<file path="config.mk">
export PLATFORM = sky130hd
export DESIGN_NAME = psec6_trigger_gen
export DESIGN_NICKNAME = d
export VERILOG_FILES = /design/src/rtl/psec6_trig_pkg.sv /design/src/rtl/psec6_trig_edge_detect.sv /design/src/rtl/psec6_trigger_gen.sv
export SDC_FILE = /design/constraint.sdc
export NUM_CORES = 1
export LEC_CHECK = 0
export CAP_MARGIN = 0
export CORE_MARGIN = 4
export CORE_UTILIZATION = 56
export CTS_CLUSTER_SIZE = 20
export DETAILED_ROUTE_END_ITERATION = 7
export PLACE_DENSITY = 0.95
export SETUP_SLACK_MARGIN = 0.1
export SYNTH_ARGS = -nofsm -noshare
export SYNTH_HDL_FRONTEND = slang
export SYNTH_SLANG_ARGS = --single-unit
</file>
<file path="constraint.sdc">
create_clock -name clk -period 4.9 [get_ports clk]
set_input_delay 0.98 -clock clk [delete_from_list [all_inputs] [get_ports clk]]
set_output_delay 0.98 -clock clk [all_outputs]
set_load 0.05 [all_outputs]
</file>
<file path="src/rtl/psec6_trig_pkg.sv">
// Shared types and constants for the psec6 self-trigger generator.
package psec6_trig_pkg;

  typedef enum logic [1:0] {StIdle, StArmed, StDelay, StFired} trig_state_t;

  localparam logic [1:0] ModeExt  = 2'b00;
  localparam logic [1:0] ModeOr   = 2'b01;
  localparam logic [1:0] ModeMaj2 = 2'b10;
  localparam logic [1:0] ModeAnd  = 2'b11;

  // Clearing the lowest set bit leaves something behind only if two or more bits were set.
  function automatic logic at_least_two(input logic [31:0] v);
    return (v & (v - 32'd1)) != 32'd0;
  endfunction

endpackage

</file>
<file path="src/rtl/psec6_trig_edge_detect.sv">
// Polarity-corrected two-stage input register and masked rising-edge detector.
module trig_edge_detect #(
  parameter int unsigned NCH = 8
) (
  input  logic           clk_i,
  input  logic           rst_i,
  input  logic [NCH-1:0] disc_i,
  input  logic [NCH-1:0] polarity_i,
  input  logic [NCH-1:0] mask_i,
  output logic [NCH-1:0] hit_vec_o
);

  logic [NCH-1:0] disc_q, disc_d;
  logic [NCH-1:0] disc_qq, disc_qq_d;

  always_comb begin
    disc_d    = disc_i ^ polarity_i;
    disc_qq_d = disc_q;
  end

  always_ff @(posedge clk_i) begin
    if (rst_i) begin
      disc_q  <= '0;
      disc_qq <= '0;
    end else begin
      disc_q  <= disc_d;
      disc_qq <= disc_qq_d;
    end
  end

  assign hit_vec_o = disc_q & ~disc_qq & mask_i;

endmodule

</file>
<file path="src/rtl/psec6_trigger_gen.sv">
// Self-trigger generator: coincidence detection over a sliding window, programmable delay,
// registered trigger level, hit-pattern latch and saturating trigger counter.
module psec6_trigger_gen
  import psec6_trig_pkg::*;
#(
  parameter int unsigned NCH       = 8,
  parameter int unsigned COINC_WIN = 4,
  parameter int unsigned CNT_W     = 16
) (
  input  logic             clk,
  input  logic             rst,
  input  logic [NCH-1:0]   disc_in,
  input  logic [NCH-1:0]   disc_polarity,
  input  logic [NCH-1:0]   trigger_channel_mask,
  input  logic [1:0]       mode,
  input  logic [5:0]       trigger_delay,
  input  logic             ext_trig,
  input  logic             inst_start,
  input  logic             inst_rst,
  output logic             trigger_out,
  output logic             armed,
  output logic [NCH-1:0]   hit_pattern,
  output logic             trig_src_ext,
  output logic [CNT_W-1:0] trigger_count
);

  trig_state_t    state_q, state_d;
  logic [NCH-1:0] acc_q, acc_d;
  logic [3:0]     win_cnt_q, win_cnt_d;
  logic [5:0]     dly_cnt_q, dly_cnt_d;
  logic           ext_q, ext_d;
  logic           trigger_out_q, trigger_out_d;
  logic           armed_q, armed_d;
  logic [NCH-1:0] hit_pattern_q, hit_pattern_d;
  logic           trig_src_ext_q, trig_src_ext_d;
  logic [CNT_W-1:0] count_q, count_d;

  logic [NCH-1:0] hit_vec;
  logic [NCH-1:0] cand;
  logic           cond;

  trig_edge_detect #(
    .NCH (NCH)
  ) u_edge (
    .clk_i      (clk),
    .rst_i      (rst),
    .disc_i     (disc_in),
    .polarity_i (disc_polarity),
    .mask_i     (trigger_channel_mask),
    .hit_vec_o  (hit_vec)
  );

  // A stale accumulator is ignored once its window has run out, so a hit in the
  // clearing cycle stands alone and opens a fresh window.
  assign cand = ((win_cnt_q != 4'd0) ? acc_q : '0) | hit_vec;

  always_comb begin
    unique case (mode)
      ModeOr:   cond = |cand;
      ModeMaj2: cond = at_least_two(32'(cand));
      ModeAnd:  cond = (cand == trigger_channel_mask) && (trigger_channel_mask != '0);
      ModeExt:  cond = 1'b0;
    endcase
  end

  always_comb begin
    state_d        = state_q;
    acc_d          = acc_q;
    win_cnt_d      = win_cnt_q;
    dly_cnt_d      = dly_cnt_q;
    ext_d          = ext_trig;
    trigger_out_d  = trigger_out_q;
    hit_pattern_d  = hit_pattern_q;
    trig_src_ext_d = trig_src_ext_q;
    count_d        = count_q;

    if (inst_rst) begin
      state_d       = StIdle;
      trigger_out_d = 1'b0;
      count_d       = '0;
      hit_pattern_d = '0;
      acc_d         = '0;
      win_cnt_d     = 4'd0;
    end else begin
      unique case (state_q)
        StIdle: begin
          if (inst_start) begin
            state_d   = StArmed;
            acc_d     = '0;
            win_cnt_d = 4'd0;
          end
        end
        StArmed: begin
          if (ext_q || cond) begin
            state_d        = StDelay;
            dly_cnt_d      = trigger_delay;
            hit_pattern_d  = cand;
            trig_src_ext_d = ext_q & ~cond;
            acc_d          = '0;
            win_cnt_d      = 4'd0;
          end else if ((hit_vec != '0) && (win_cnt_q == 4'd0)) begin
            acc_d     = hit_vec;
            win_cnt_d = 4'(COINC_WIN - 1);
          end else if (win_cnt_q != 4'd0) begin
            acc_d     = acc_q | hit_vec;
            win_cnt_d = win_cnt_q - 4'd1;
          end else begin
            acc_d = '0;
          end
        end
        StDelay: begin
          if (dly_cnt_q == 6'd0) begin
            state_d       = StFired;
            trigger_out_d = 1'b1;
            count_d       = (&count_q) ? count_q : count_q + 1'b1;
          end else begin
            dly_cnt_d = dly_cnt_q - 6'd1;
          end
        end
        StFired: begin
          if (inst_start) begin
            state_d       = StArmed;
            trigger_out_d = 1'b0;
            acc_d         = '0;
            win_cnt_d     = 4'd0;
          end
        end
      endcase
    end

    armed_d = (state_d == StArmed);
  end

  always_ff @(posedge clk) begin
    if (rst) begin
      state_q        <= StIdle;
      acc_q          <= '0;
      win_cnt_q      <= 4'd0;
      dly_cnt_q      <= 6'd0;
      ext_q          <= 1'b0;
      trigger_out_q  <= 1'b0;
      armed_q        <= 1'b0;
      hit_pattern_q  <= '0;
      trig_src_ext_q <= 1'b0;
      count_q        <= '0;
    end else begin
      state_q        <= state_d;
      acc_q          <= acc_d;
      win_cnt_q      <= win_cnt_d;
      dly_cnt_q      <= dly_cnt_d;
      ext_q          <= ext_d;
      trigger_out_q  <= trigger_out_d;
      armed_q        <= armed_d;
      hit_pattern_q  <= hit_pattern_d;
      trig_src_ext_q <= trig_src_ext_d;
      count_q        <= count_d;
    end
  end

  assign trigger_out   = trigger_out_q;
  assign armed         = armed_q;
  assign hit_pattern   = hit_pattern_q;
  assign trig_src_ext  = trig_src_ext_q;
  assign trigger_count = count_q;

endmodule

</file>
==> metrics.txt, run 1 <==
CP required a little over 5000 ps; CTS buffer count 9; fraction of registers with async set or reset after synthesis 0%; Hold Startpoint dly_cnt_q[0]; Max clock buf depth 2; # setup viols final 0; Relative slew margins ~18%; Synth Area in XOR/XNOR 5.37%; Cell Rows 27; crit end category flop; Clock Latency Late Sink about 340 ps; highest clock rate between 0.2 and 0.3 GHz; Post-CTS Setup Repair Bufs 0; Hold-fix buffers, CTS 0; largest family of logic cells by synthesized area compound AO/OA/AOI/OAI gates; top cell type's share of synthesized area between 30% and 40%; CP max FO 10; mux share of post-synthesis cell area 1.88%; area growth from synthesis to layout 24.8%; RSZ-0062 raised after global routing no; share of cells above drive strength 1 under 10%; WL/cell 15.4 um; commonest non-fill, non-tap cell in the layout dfxtp_1; setup TNS 0 ps; core footprint 0.00557 mm2; cells after synthesis 366; RR Endpoint acc_q[2]; GRT Overall Usage roughly 22%; diode count 0; via count between 3k and 4k; LEAKAGE about 1.5 nW; final worst setup slack about 1200 ps; Synth Area in Compound Gates between 20% and 30%; worst slew pin tran 1210 ps; final slew viol count 0; vias in the first global route 2859; number of I/O pins 64; Clock Skew 9.00 ps; final RePlAce weighted congestion roughly 0.99; root buf cell clkbuf_8; outcome finished clean; global-route wire length before repair roughly 13 mm; worst vdd ir approximately 0.27 mV; #FFs+latches synth 64; vias per cell approximately 6; Yosys cell types 62; Starting Density ~60%; top_reg_cell synth dfxtp_1; worst min path class flop to flop; post_cts resized 0; largest area contributor in the netlist dfxtp_1; Residual DRC 0; DR iter-0 viols around 220; DP HPWL 5.78 mm; cells on worst reg2reg path 10; Critical R2R Launch win_cnt_q[0]; Data arrival, critical path 3930 ps; Non-Filler Instances 505; fin nets roughly 470; Final Critical Period between 3000 and 4000 ps; total overflow reported by the global router 0; largest cells by area after synthesis dfxtp_1 (39%), nor2_1 (5.3%), inv_1 (3.1%), ha_1 (3.1%), xnor2_1 (3.0%); Synthesized Nets around 400; Routed WL a little under 8 mm; Pre-antenna DRT Iters 7; Die Area 0.00711 mm2; worst setup path class input pin to flop; Post-Synth Adder-Cell Area approximately 3.4%; CTS clock-pin slew for the worst setup and hold paths around 60 ps; Hold Fails Final Rpt 0; ratio of final minimum period to clock period approximately 75%; Post-synth EDFFs 0; sequential share of the synthesized area 39.3%; PortBufs 63; R2R Setup Slk approximately 1400 ps; Simple-Gate Fraction of Synth Area 22.0%; placed cell count 490; dpl ws ~910 ps; Final ANT Viol Nets 0; max-cap violations 0; hold depth 1; Hold WS 476 ps; DIE WIDTH 84.3 um; commonest non-fill, non-tap cells in the layout dfxtp_1 (64), clkdlybuf4s50_1 (63), nor2_1 (46); power density over the cells around 270 mW/mm2; Synth Warn # 0; Worst setup SP type input pin; # H-tree levels 3; largest net degree at the start of global routing 35; CTS tree done; height of the die ~84 um; initial antenna violation count 0; Mean Syn Cell Area ~9 um2; hold path endpoint dly_cnt_q[0]; CTS Sinks 64; Mapped Area between 0.003 and 0.004 mm2
## worst max-delay path by stage
| stage | cells after the start | start | slack, ps | end |
|---|---|---|---|---|
| 6_report | 9 | trigger_channel_mask[0] | 1240 | acc_q[2] |
| 5_1_grt | 9 | trigger_channel_mask[0] | 1070 | acc_q[2] |
| 3_5_place_dp | 9 | trigger_channel_mask[0] | 910 | acc_q[2] |
| 2_1_floorplan | 9 | trigger_channel_mask[0] | 1680 | acc_q[2] |
| 3_3_place_gp | 9 | trigger_channel_mask[0] | 970 | acc_q[2] |
| 4_1_cts | 9 | trigger_channel_mask[0] | 1260 | acc_q[2] |
## area by class of cell
cell class,instances,area [um2]
tap,72,90.1
clock inverter,4,22.5
fill,410,1500
multi-input combinational,262,1800
sequential,64,1280
inverter,27,101
timing repair buffer,65,646
clock buffer,11,131
## worst max-delay path, stage by stage
cell and delay, ps:
clkdlybuf4s50_1 460, and3b_4 240, or4_4 560, nor3_2 200
o211ai_1 110, a211oi_2 430, o211ai_4 180, or3_1 550
o22ai_4 210
## routing by layer
metal / track usage (%) / vias up / wire length, um
met1: 27.0 / 1415 / 3250
met3: 5.00 / 25 / 507
li1: - / 1443 / -
met5: 0 / - / 0
met4: 6.76 / 0 / 152
met2: 38.7 / 133 / 3860
## power by group
| group | switching (mW) | internal (mW) |
|---|---|---|
| Sequential | 0.00996 | 0.536 |
| Combinational | 0.0955 | 0.0760 |
| Clock | 0.185 | 0.178 |
## state kept, by name, indices dropped and copies added (netlist names)
name            flops
trigger_count      16
acc_q               8
hit_pattern         8
u_edge.disc_q       8
u_edge.disc_qq      8
dly_cnt_q           6
win_cnt_q           4
state_q             2
armed               1
ext_q               1
trig_src_ext        1
trigger_out         1
## synth_stat cells, types with 2 or more instances
| master | number |
|---|---|
| dfxtp_1 | 64 |
| nor2_1 | 46 |
| inv_1 | 27 |
| nand2_1 | 22 |
| a21oi_1 | 15 |
| nand3_1 | 13 |
| a211oi_1 | 12 |
| nor2b_1 | 11 |
| xnor2_1 | 11 |
| clkbuf_1 | 9 |
| xor2_1 | 9 |
| ha_1 | 8 |
| nor3_1 | 8 |
| nor4_1 | 7 |
| o21ai_2 | 7 |
| o31ai_1 | 7 |
| a311o_1 | 6 |
| a22oi_1 | 5 |
| mux2i_1 | 5 |
| nand3b_1 | 5 |
| o21ai_0 | 5 |
| or3_1 | 5 |
| and3b_1 | 4 |
| o211ai_1 | 4 |
| or2_2 | 3 |
| a211o_1 | 2 |
| a21boi_2 | 2 |
| a221oi_2 | 2 |
| a31oi_1 | 2 |
| a32o_1 | 2 |
| and3_1 | 2 |
| buf_6 | 2 |
| nand2b_1 | 2 |
| nand4_1 | 2 |
| o21a_1 | 2 |
| o41ai_1 | 2 |
## metrics by stage
step | power, mW | instance area (um2) | utilization (%)
after global placement | 0.719 | 3920 | 70.3
after CTS | 1.09 | 4070 | 73.1
after detailed placement | 0.726 | 3920 | 70.3
after floorplan | 0.664 | 3260 | -
after global routing | 1.13 | 4070 | 73.1
final | 1.08 | 4070 | 73.1
## logic make-up (layout without fill, tap and decap cells)
logic type / count (synthesis) / after routing
AND/OR/NAND/NOR: 139 / 139
multiplexers: 6 / 6
AO/OA/AOI/OAI: 88 / 88
adder cells (fa/ha/maj): 9 / 9
buffers and inverters: 40 / 107
flip-flops: 64 / 64
XOR/XNOR: 20 / 20
(Power assumes the default switching activity.)
==> inputs of run 2 (changes only) <==
--- a/config.mk
+++ b/config.mk
@@ -7,10 +7,10 @@
 export LEC_CHECK = 0
 export CAP_MARGIN = 0
 export CORE_MARGIN = 4
-export CORE_UTILIZATION = 56
+export CORE_UTILIZATION = 47
 export CTS_CLUSTER_SIZE = 20
 export DETAILED_ROUTE_END_ITERATION = 7
-export PLACE_DENSITY = 0.95
+export PLACE_DENSITY = 0.88
 export SETUP_SLACK_MARGIN = 0.1
 export SYNTH_ARGS = -nofsm -noshare
 export SYNTH_HDL_FRONTEND = slang
==> constraint.sdc (replaced) <==
create_clock -name clk -period 3.2 [get_ports clk]
set_input_delay 0.64 -clock clk [delete_from_list [all_inputs] [get_ports clk]]
set_output_delay 0.64 -clock clk [all_outputs]
set_load 0.05 [all_outputs]
==> run 2 against run 1 <==
  * Die area is 17% higher
  * Clock power is 110% higher
  * Non-clock buffer count is 28 higher
  * Global-route usage is 1.7 points lower
  * Combinational power is 81% higher
  * Critical path depth is 1 higher
  * Sequential share of layout area is 2.4 points lower
  * Utilization is 7.7 points lower
  * Via count is 5.9% higher
  * Highest routed layer unchanged
  * Total power is 77% higher
  * Count of clock-buffer cells in the layout is 1 higher
  * Worst hold slack worse by 25 ps
==> metrics.txt, run 2 (synthesis results as in run 1) <==
outcome finished clean; FF+latch area 0.00128 mm2 (unchanged); Cell Rows 30 (+11%); DIE WIDTH 91.3 um (+8.3%); CP required 3480 ps (-1680 ps); crit end category flop; fin nets 502 (+5.9%); Fillers 534 (+30%); slowest cell on the critical path or4_4; ratio of final minimum period to clock period a little over nine tenths; max reg flops 16 (unchanged); CTS buffer count 9 (unchanged); R2R Setup Slk 270 ps (-1140 ps); worst min path class flop to flop; initial antenna violation count 0 (unchanged); worst vdd ir 0.259 mV (-5.6%); Max clock buf depth 2 (unchanged); final slew viol count 0 (unchanged); Cell Chain, Critical Path clkdlybuf4s50_1 -> and3b_4 -> or4_4 -> nor3_4 -> o211ai_1 -> a211oi_2 -> buf_4 -> o211ai_1 -> nor4_1 -> a211o_1; post-layout util 65.4% (-7.7 points); commonest non-fill, non-tap cell in the layout dfxtp_1; Worst setup SP type input pin; Hold-fix buffers, CTS 0 (unchanged); final RePlAce weighted congestion 0.836 (-15%); Starting Density 48.3% (-10 points); setup TNS 0 ps (unchanged); diode count 0 (unchanged); Data arrival, critical path 3350 ps (-580 ps); largest net degree at the start of global routing 32 (-8.6%); CTS tree done; Residual DRC 0 (unchanged); LEAKAGE 1.68 nW (+12%); number of I/O pins 64 (unchanged); Routed WL 8.50 mm (+9.3%); max-cap violations 0 (unchanged); area growth from synthesis to layout 35.4%; most frequent CP cell o211ai_1; total overflow reported by the global router 0 (unchanged); Relative slew margins 57.6% (+40 points); Worst path max stage delay 570 ps (about the same); Clock Skew 7.23 ps (-1.77 ps); GRT Overall Usage 20.4% (-1.7 points); root buf cell clkbuf_8; DP HPWL 6.20 mm (+7.2%); power density over the cells 433 mW/mm2 (+63%); cell area after layout 0.00442 mm2 (+8.4%); DR iter-0 viols 321 (+45%); vias per cell 5.90 (-1.2%); Die Area 0.00834 mm2 (+17%); CTS clock-pin slew for the worst setup and hold paths 70 ps (about the same); CTS Sinks 64 (unchanged); core footprint 0.00676 mm2 (+21%); vias in the first global route 3052 (+6.8%); Multi-input gate area 0.00183 mm2 (+1.6%); Clock Latency Late Sink 340 ps (about the same); height of the die 91.3 um (+8.3%); CP max FO 4 (-6); PortBufs 63 (unchanged); # H-tree levels 3 (unchanged); highest clock rate between 0.3 and 0.4 GHz; # setup viols final 0 (unchanged); Hold Fails Final Rpt 0 (unchanged); Final ANT Viol Nets 0 (unchanged); via count 3193 (+5.9%); worst slew pin tran 632 ps (-583 ps); Final Critical Period between 3000 and 4000 ps; global-route wire length before repair 13.9 mm (+7.1%); RSZ-0062 raised after global routing yes; worst setup path class input pin to flop; Hold WS 451 ps (-24.6 ps); Area after DPL 0.00417 mm2 (+6.3%); WL/cell 15.7 um (+2.1%); Pre-antenna DRT Iters 5 (-2); share of cells above drive strength 1 16.3% (+6.6 points); commonest non-fill, non-tap cells in the layout dfxtp_1 (64), clkdlybuf4s50_1 (63), nor2_1 (46)
[run 2: changes by cell type in the layout (fill, tap and decap cells not counted), moves of 2 or more]
cell       before  now
buf_4           2   27
buf_12          0    2
bufinv_16       0    2
clkbuf_8        9   11
clkinv_2        3    1
[run 2: stage by stage]
stage / worst slack, ps / power [mW] / instances
after floorplan: 317 / 1.02 / 366
after global placement: -55.0 / 1.14 / 526
after detailed placement: -167 / 1.15 / 526
after CTS: 180 / 1.91 / 541
after global routing: 82.9 / 1.99 / 541
final: 136 / 1.91 / 541
[run 2: layout make-up]
type	instances	share of cell area (%)
multi-input combinational	262	41.4
sequential	64	29.0
timing repair buffer	93	20.0
clock buffer	12	3.51
inverter	27	2.29
tap	80	2.27
clock inverter	3	1.47
[run 2: report_power, final]
part | switching, mW | leakage (nW) | internal [mW]
Combinational | 0.162 | 1.05 | 0.147
Sequential | 0.0153 | 0.520 | 0.820
Clock | 0.294 | 0.112 | 0.476
[run 2: what timing repair did]
item                       in CTS  in global routing
setup endpoints to repair       0                 12
gates resized for setup         0                  6
setup buffers                   0                  0
[run 2: path summary, 6_finish.rpt]
check                                              from      endpoint  depth (start not counted)
worst min-delay path                       dly_cnt_q[0]  dly_cnt_q[0]                          1
worst max register to register             win_cnt_q[0]  win_cnt_q[2]                         12
worst min register to register             dly_cnt_q[0]  dly_cnt_q[0]                          1
worst max-delay path            trigger_channel_mask[0]  win_cnt_q[2]                         10
[run 2: worst max-delay path, delay by kind of cell]
| family | cells | cell delay [ps] |
|---|---|---|
| compound gates | 4 | 810 |
| simple gates | 4 | 1280 |
| buf+inv | 2 | 610 |
[run 2: per-layer routing]
metal	routed length (um)	GRT usage, %	vias up
li1	-	-	1512
met1	3520	24.5	1508
met2	4240	34.0	143
met3	490	5.30	30
met4	250	9.55	0
met5	0	0	-
==> inputs of run 3 (changes only) <==
--- a/config.mk
+++ b/config.mk
@@ -7,10 +7,10 @@
 export LEC_CHECK = 0
 export CAP_MARGIN = 0
 export CORE_MARGIN = 4
-export CORE_UTILIZATION = 47
+export CORE_UTILIZATION = 40
 export CTS_CLUSTER_SIZE = 20
 export DETAILED_ROUTE_END_ITERATION = 7
-export PLACE_DENSITY = 0.88
+export PLACE_DENSITY = 0.78
 export SETUP_SLACK_MARGIN = 0.1
 export SYNTH_ARGS = -nofsm -noshare
 export SYNTH_HDL_FRONTEND = slang
==> run 3 against run 2 <==
  * Non-clock buffer count is 1 higher
  * Cell area fell by 0.28%
  * Via count down 7.0%
  * Maximum frequency grew 0.23%
  * Final cell count grew 4.4%
  * Flip-flop and latch count is the same
  * Global-route usage down 3.7 points
  * Register-to-register slack worse by 20 ps
  * Clock power is 9.9% lower
  * Sequential power about the same
  * Worst hold slack better by 15 ps
  * Routed wire length down 5.7%
  * Critical endpoint is now acc_q[4]
  * Largest cell class unchanged
==> metrics.txt, run 3 (synthesis results as in run 1) <==
DIE WIDTH 98.3 um (+7.7%); Residual DRC 0 (unchanged); height of the die 98.3 um (+7.7%); Hold Startpoint u_edge.disc_q[3]; Pre-antenna DRT Iters 4 (-1); CP max FO 7 (+3); cell area after layout 0.00441 mm2 (-0.28%); CTS buffer count 9 (unchanged); Routed WL 8.02 mm (-5.7%); ratio of final minimum period to clock period 95.5% (-0.22 points); Max clock buf depth 2 (unchanged); final RePlAce weighted congestion 0.840 (+0.54%); Die Area 0.00967 mm2 (+16%); area growth from synthesis to layout 35.0%; initial antenna violation count 0 (unchanged); diode count 0 (unchanged); PortBufs 63 (unchanged); CP required 3470 ps (about the same); Relative slew margins 58.8% (+1.1 points); DR iter-0 viols 204 (-36%); Clock Latency Late Sink 340 ps (about the same); total overflow reported by the global router 0 (unchanged); commonest non-fill, non-tap cell in the layout dfxtp_1; CTS clock-pin slew for the worst setup and hold paths 70 ps (about the same); Area after DPL 0.00419 mm2 (+0.66%); Critical R2R Launch win_cnt_q[0]; Hold-fix buffers, CTS 0 (unchanged); Worst Setup SP trigger_channel_mask[1]; max-cap violations 0 (unchanged); power density over the cells 415 mW/mm2 (-4.2%); # setup viols final 0 (unchanged); share of cells above drive strength 1 16.0% (-0.29 points); worst min path class flop to flop; # H-tree levels 3 (unchanged); fin nets 503 (+0.20%); setup TNS 0 ps (unchanged); CTS tree done; global-route wire length before repair 13.4 mm (-3.5%); Data arrival, critical path 3330 ps (-20 ps); Cell Rows 32 (+6.7%); largest net degree at the start of global routing 33 (+3.1%); worst slew pin tran 615 ps (-17.1 ps); worst vdd ir 0.197 mV (-24%); RSZ-0062 raised after global routing yes; CTS Sinks 64 (unchanged); Starting Density 41.6% (-6.7 points); root buf cell clkbuf_8; Worst setup SP type input pin; outcome finished clean; via count 2969 (-7.0%); max reg flops 16 (unchanged); final slew viol count 0 (unchanged); DP HPWL 6.07 mm (-2.0%); LEAKAGE 1.67 nW (-0.63%); core footprint 0.00785 mm2 (+16%); crit end category flop; Hold Fails Final Rpt 0 (unchanged); Clock Skew 12.8 ps (+5.52 ps); vias per cell 5.25 (-11%); highest clock rate 0.327 GHz (+0.23%); Hold WS 466 ps (+15.2 ps); commonest non-fill, non-tap cells in the layout dfxtp_1 (64), clkdlybuf4s50_1 (63), nor2_1 (46); WL/cell 14.2 um (-9.7%); worst setup path class input pin to flop; number of I/O pins 64 (unchanged); vias in the first global route 2881 (-5.6%); Final Critical Period 3060 ps (-7.06 ps); GRT Overall Usage 16.7% (-3.7 points); Final ANT Viol Nets 0 (unchanged)
[run 3: cell count changes in the layout (fill, tap and decap cells not counted), sizes merged]
cell,before,now
buf,30,31
bufinv,2,1
clkbuf,12,11
clkinv,1,3
clkinvlp,0,1
[run 3: layout make-up]
| type | instances | area [um2] |
|---|---|---|
| fillers | 733 | 3440 |
| multi-input cells | 262 | 1810 |
| flip-flops and latches | 64 | 1280 |
| repair buffers | 94 | 888 |
| clock buffers | 11 | 141 |
| well taps | 102 | 128 |
| inverters | 27 | 101 |
| clock inverters | 5 | 56.3 |
[run 3: timing repair]
action / in CTS / in global routing
hold endpoints to repair: 0 / 0
setup endpoints to repair: 0 / 1
buffers inserted: 0 / 1
gates resized for setup: 0 / 1
[run 3: worst max-delay path: stages]
cell	delay, ps
clkdlybuf4s50_1	420
and3b_1	210
or4_4	540
nor3_2	190
o211ai_1	120
a211oi_2	290
buf_4	160
o211ai_4	80
or3_1	360
buf_4	190
o21ai_2	110
[run 3: through the flow]
stage / util (%) / power, mW / cells / setup slack (ps)
floorplan: - / 1.02 / 366 / 317
global placement: 53.4 / 1.14 / 548 / -69.1
detailed placement: 53.4 / 1.15 / 548 / -155
CTS: 55.9 / 1.84 / 564 / 206
global route: 56.1 / 1.91 / 565 / 72.5
finish: 56.1 / 1.83 / 565 / 143
[run 3: worst paths after layout]
| path | to | slack (ps) | cells past startpoint |
|---|---|---|---|
| setup / recovery | acc_q[4] | 140 | 11 |
| hold / removal | u_edge.disc_qq[3] | 470 | 1 |
| setup reg to reg | acc_q[4] | 250 | 13 |
| hold reg to reg | u_edge.disc_qq[3] | 470 | 1 |
[run 3: power by group]
part / switching, mW / internal (mW) / leakage [nW]
Sequential: 0.0152 / 0.820 / 0.520
Combinational: 0.153 / 0.146 / 1.05
Clock: 0.314 / 0.380 / 0.0993
Total: 0.483 / 1.35 / 1.67
[run 3: metal layers]
| layer | vias to the layer above | track usage [%] | routed length, um |
|---|---|---|---|
| met2 | 85 | 27.2 | 3730 |
| li1 | 1495 | - | - |
| met4 | 0 | 5.04 | 146 |
| met3 | 15 | 3.93 | 410 |
| met5 | - | 0 | 0 |
| met1 | 1374 | 22.0 | 3730 |
